### src/rtl/shift_add_multiplier.sv
// Multi-cycle WIDTH x WIDTH -> 2*WIDTH multiplier, one add and one shift per clock.
// Define MUL_SIGNED_EN to treat a/b as two's-complement (sign-magnitude around the unsigned core).
module shift_add_multiplier #(
    parameter int WIDTH = 8
) (
    input  logic               clk,
    input  logic               rst_n,
    input  logic               start,
    input  logic [WIDTH-1:0]   a,
    input  logic [WIDTH-1:0]   b,
    output logic               busy,
    output logic               done,
    output logic [2*WIDTH-1:0] product,
    output logic               overflow
);
    localparam int CW = $clog2(WIDTH) + 1;

    typedef enum logic [1:0] {IDLE, RUN, DONE} state_t;

    state_t             state;
    logic [CW-1:0]      cnt;
    logic [WIDTH-1:0]   mcand;
    logic [WIDTH-1:0]   acc_hi;
    logic [WIDTH-1:0]   acc_lo;
    logic [WIDTH:0]     hi_next;
    logic [WIDTH-1:0]   a_mag;
    logic [WIDTH-1:0]   b_mag;
    logic [2*WIDTH-1:0] res;
    logic               res_ov;

    // Carry lands in bit WIDTH and is shifted straight back into acc_hi, so no carry register survives a step.
    always_comb begin
        hi_next = {1'b0, acc_hi};
        if (acc_lo[0])
            hi_next = {1'b0, acc_hi} + {1'b0, mcand};
    end

`ifdef MUL_SIGNED_EN
    logic neg;

    // Magnitude of the most negative value still fits unsigned in WIDTH bits.
    always_comb begin
        a_mag  = a[WIDTH-1] ? WIDTH'(-a) : a;
        b_mag  = b[WIDTH-1] ? WIDTH'(-b) : b;
        res    = neg ? (2*WIDTH)'(-{acc_hi, acc_lo}) : {acc_hi, acc_lo};
        res_ov = !((&res[2*WIDTH-1:WIDTH-1]) || !(|res[2*WIDTH-1:WIDTH-1]));
    end

    always_ff @(posedge clk or negedge rst_n) begin
        if (!rst_n)
            neg <= 1'b0;
        else if (state == IDLE && start)
            neg <= a[WIDTH-1] ^ b[WIDTH-1];
    end
`else
    always_comb begin
        a_mag  = a;
        b_mag  = b;
        res    = {acc_hi, acc_lo};
        res_ov = |res[2*WIDTH-1:WIDTH];
    end
`endif

    always_ff @(posedge clk or negedge rst_n) begin
        if (!rst_n) begin
            state    <= IDLE;
            cnt      <= '0;
            mcand    <= '0;
            acc_hi   <= '0;
            acc_lo   <= '0;
            busy     <= 1'b0;
            done     <= 1'b0;
            product  <= '0;
            overflow <= 1'b0;
        end else begin
            done <= 1'b0;
            case (state)
                IDLE: begin
                    if (start) begin
                        mcand  <= a_mag;
                        acc_hi <= '0;
                        acc_lo <= b_mag;
                        cnt    <= '0;
                        busy   <= 1'b1;
                        state  <= RUN;
                    end
                end
                RUN: begin
                    {acc_hi, acc_lo} <= {hi_next, acc_lo[WIDTH-1:1]};
                    cnt <= cnt + CW'(1);
                    if (cnt == CW'(WIDTH - 1))
                        state <= DONE;
                end
                DONE: begin
                    product  <= res;
                    overflow <= res_ov;
                    done     <= 1'b1;
                    busy     <= 1'b0;
                    state    <= IDLE;
                end
                default: state <= IDLE;
            endcase
        end
    end
endmodule
### config.mk
export PLATFORM = sky130hd
export DESIGN_NAME = shift_add_multiplier
export DESIGN_NICKNAME = d
export VERILOG_FILES = /design/src/rtl/shift_add_multiplier.sv
export SDC_FILE = /design/constraint.sdc
export NUM_CORES = 1
export LEC_CHECK = 0
export BUFFER_PORTS_ARGS = -buffer_cell sky130_fd_sc_hd__buf_2
export CAP_MARGIN = 20
export CORE_UTILIZATION = 55
export CTS_CLUSTER_SIZE = 24
export DETAILED_ROUTE_END_ITERATION = 10
export PLACE_DENSITY = 0.78
export REMOVE_ABC_BUFFERS = 1
export SETUP_SLACK_MARGIN = 0.2
export SLEW_MARGIN = 40
export SYNTH_ARGS = -nofsm -noshare
export SYNTH_HDL_FRONTEND = slang
export SYNTH_SLANG_ARGS = --single-unit
### constraint.sdc
create_clock -name clk -period 4 [get_ports clk]
set_input_delay 0.2 -clock clk [delete_from_list [all_inputs] [get_ports clk]]
set_output_delay 0.2 -clock clk [all_outputs]
set_load 0.05 [all_outputs]
### After elaboration in Yosys (flattened, before gate mapping)

Cells that the tools add are included.

| word-level totals | value |
|---|---|
| register bits after elaboration | 49 |
| latch bits | 0 |
| RAM bits | 0 |
| ROM bits | 0 |
| output and inout port bits | 19 |
| memories kept | 0 |

| operators by class | value |
|---|---|
| add/subtract/negate cells | 2 |
| multiply operators | 0 |
| div/mod/pow operators | 0 |
| $lt $le $gt $ge | 0 |
| equality and inequality tests | 5 |
| shifts and indexed selects | 0 |
| multiplexer cells | 13 |
| bitwise logic cells | 0 |
| reductions and logical operators | 8 |

Operators with widths:

| cell | count |
|---|---|
| 8-bit one-hot mux with 2 select lines | 2 |
| 8-bit two-way mux | 2 |
| 8-bit by 8-bit adder with 9-bit output | 1 |
| 9-bit two-way mux | 1 |
| 4-bit one-hot mux with 2 select lines | 1 |
| 2-bit AND reduction | 4 |
| 8-bit OR reduction | 1 |
| 4-bit by 1-bit adder with 4-bit output, second input constant | 1 |
| 4-bit by 3-bit == test with 1-bit output, second input constant | 1 |
| 2-bit two-way mux | 2 |
| 4-bit two-way mux | 1 |
| 2-bit inequality test, second input constant | 2 |
| 2-bit one-hot mux with 2 select lines | 1 |
| 2-bit nonzero test | 2 |
| 2-bit by 1-bit == test with 1-bit output, second input constant | 1 |
| 2-bit == test, second input constant | 1 |
| 2-bit logical NOT | 1 |
| 1-bit two-way mux | 2 |
| 1-bit one-hot mux with 2 select lines | 1 |

### Depth between registers and ports, before layout

| depth | value |
|---|---|
| depth after elaboration | 3 |
| depth in mapped cells | 8 |
| depth with buffers taken out | 8 |

### Least setup slack after synthesis

No wires, ideal clock.

| timing path | value |
|---|---|
| path kind | reg2reg |
| start point | reg acc_hi[0] |
| end point | reg acc_hi[5] |
| library setup time | 67 ps |
| arrival | 1,829 ps |
| data required time | 3,933 ps |
| setup slack | 2,104 ps |
| stages on the path, launching flop included | 9 |
| buffers on the path | 0 |
| clock period less this slack | 1,896 ps |
| cells stage by stage | dfrtp_1 ha_1 inv_1 fa_1 and2b_1 o31ai_2 a21oi_1 mux2_4 nand2_1 |

| on the way | value |
|---|---|
| word-level cells in the longest chain between the ends | 3 |

Ends and longest elaborated chain:

| element | RTL line | RTL |
|---|---|---|
| from (decl) | 23 | `logic [WIDTH-1:0] acc_hi;` |
| from (signal assigned) | 89 | `{acc_hi, acc_lo} <= {hi_next, acc_lo[WIDTH-1:1]};` |
| 8-bit by 8-bit adder with 9-bit output | 35 | `hi_next = {1'b0, acc_hi} + {1'b0, mcand};` |
| 9-bit two-way mux | 34 | `if (acc_lo[0])` |
| 8-bit one-hot mux with 2 select lines | 77 | `case (state)` |

No other way between the ends.
A chain may end at the register's enable or synchronous reset.

### Worst setup path after layout

Same ends and word-level chain as after synthesis.

==> results.toml <==
[sta]
setup_viol = 0
tightest_slew_ns = 0.842
fin_skew_ns = 0.00505
max_freq_ghz = 0.484
rsz0062_at_grt = "false"
fin_crit_sh_pct = 51.6
slew_viol_final = 0
hold_viol_final = 0
layout_min_cycle_time_ns = 2.07
relSlewSlack_pct = 43.6
fin_setup_tns_ns = 0

[clocking]
clock_latency_ns = 0.30
post_cts_resized = 0
htree_levels = 2
cts-root-buf = "clkbuf_8"
cts_tree = "built"
path_clk_slew_ns = 0.09
clkSinkCount = 49
cts_buffer_depth = 2
numCtsBuffers = 5

[worst_setup_path]
startpoint = "acc_hi[0]"
worst-endpoint-required_ns = 4.24
r2r_start = "acc_hi[0]"
rr_endpoint = "acc_hi[5]"
worst-endpoint-arrival_ns = 2.31
worstSetupStartpointType = "flop"
worst-r2r-cell-count = 8
r2r_slack_ns = 1.93
endpoint_kind = "flop"
path_class = "flop to flop"
crit_slowest_cell = "dfrtp_1"
critPathMaxFanout = 5
max_stage_delay_ns = 0.40
crit_chain = "ha_1, inv_1, fa_1, and2b_1, o31ai_2, a21oi_1, mux2_4, nand2_1"

[drt]
drc = 0
drtIter0Drc = 89
postRouteAntennaNets = 0
first_pass_iters = 4
wl_um = 4530
wire_per_inst_um = 14.9
vias_per_cell = 5.75
vias = 1749

[finish]
diodes = 0
fill_cells = 348
final_util_pct = 65.5
nets = 283
layout_commonest_cell = "dfrtp_1"
final_cell_mix = "49 x dfrtp_1, 36 x nand2_1, 36 x buf_2, 16 x o21ai_0, 13 x a21oi_1"
area_growth_pct = 12.6
drive_gt1_share_pct = 25.2

[synthesis]
avgSynthCellArea_um2 = 10.7
yosysWarnings = 0
async_flop_share_pct = 100
synthCells = 221
syn_area_um2 = 2360
ys_types = 41
ys_seq_area_share_pct = 51.9
synth_seq_cells = 49
synth_edf_count = 0
synth_top_flop_cell = "dfrtp_1"

[run]
maxCapViolCount = 0

[global_route]
grt_pass1_wl_um = 7710
grt_start_max_net_pins = 50
grt_antenna_before_repair = 0
grt_use_total_pct = 23.3
grt_overflow = 0
grt_pass1_vias = 1682

[power_and_ir_drop]
leakagePower_uw = 0.00129
power_density_nw_per_um2 = 843
combinationalPowerShare_pct = 47.7
ir_worst_vdd_uv = 314
p_clk_share_pct = 13.0
pwr-share-seq_pct = 39.2
netSwitchingPower_uw = 1030
sw_frac_of_total_pct = 45.9
internal_power_uw = 1210

[floorplan]
ioPinCount = 38
rows = 23
core_area_um2 = 4060
die_height_um = 67.5
initial_core_util_pct = 58.2
die_x_um = 67.5
die-area_um2 = 4560

[placed_design]
numPortBuffers = 37
gp_congestion = 0.923
dp_hpwl_um = 3110

[worst_hold_path]
hold_path_depth = 3
min_from = "a[7]"
min_path_type = "input port to flop"
min_to = "mcand[7]"

[outcome]
status = "finished, final reports clean"
metrics by stage:
step / setup WS, ns / instance area [um2] / power [uW] / std cells / hold WS [ns]
3_5_place_dp: 1.97 / 2560 / 1960 / 296 / 0.251
4_1_cts: 1.95 / 2660 / 2250 / 304 / 0.0836
5_1_grt: 1.79 / 2660 / 2420 / 304 / 0.0734
3_3_place_gp: 2.04 / 2550 / 1920 / 296 / 0.388
6_report: 1.93 / 2660 / 2240 / 304 / 0.0873
2_1_floorplan: 2.10 / 2300 / 1680 / 209 / -0.0956
sequential cells by signal (all words and copies together), names as in the netlist:
name / flops
acc_hi: 8
acc_lo: 8
busy: 1
cnt: 4
done: 1
mcand: 8
overflow: 1
product: 16
state: 2
power groups by stage:
stage	clock network (uW)	registers (uW)	logic, uW
2_1_floorplan	0	1140	546
3_3_place_gp	0	878	1040
3_5_place_dp	0	889	1070
4_1_cts	299	878	1070
5_1_grt	327	912	1180
6_report	292	879	1070
critical path, delay by kind of cell, from the launching register on:
| family | cells | cell delay, ns |
|---|---|---|
| fa+ha+maj | 2 | 0.61 |
| flops | 1 | 0.40 |
| mux | 1 | 0.32 |
| simple gates | 2 | 0.31 |
| compound gates | 2 | 0.30 |
| buf+inv | 1 | 0.07 |
routing by layer:
metal,vias up,share of wire (%),global-route usage [%]
li1,848,-,-
met1,860,49,31.2
met2,35,46,34.7
met3,6,3.3,6.59
met4,0,1.5,10.9
met5,-,0,0
Yosys cell counts (6+ instances only):
cell type	count	share of area, %
a22oi_1	7	2.2
a32oi_1	6	2.2
nand2_1	36	5.7
dfrtp_1	49	52
buf_2	9	1.9
mux2_2	11	5.2
ha_1	9	4.8
nor2b_1	9	2.4
o21ai_0	16	3.4
a21oi_1	13	2.8
final cells by class:
class	count	area [um2]	area share (%)
clock buffer	6	82.6	3.11
clock inverter	1	7.51	0.282
inverter	5	18.8	0.706
multi-input combinational	155	1060	40.0
sequential	49	1230	46.1
tap	50	62.6	2.35
timing repair buffer	38	198	7.44
worst max path at each step:
stage,to
6_report,acc_hi[5]
5_1_grt,mcand[1]
4_1_cts,acc_hi[5]
3_5_place_dp,acc_hi[5]
3_3_place_gp,acc_hi[5]
2_1_floorplan,acc_hi[5]
cells by family after synthesis:
kind of cell / Yosys count / synth area share [%]
xor gates and xnor gates: 2 / 0.742
DFF: 49 / 51.9
muxes: 18 / 8.64
and+or+nand+nor: 65 / 12.8
adders and majority gates: 10 / 5.62
AOI/OAI and AO/OA: 60 / 16.9
buffers and inverters: 17 / 3.34
repair_timing:
item / CTS / global route
endpoints found under the hold margin: 49 / 0
hold buffers: 1 / 0
setup buffers: 0 / 0
(Power assumes the default switching activity.)
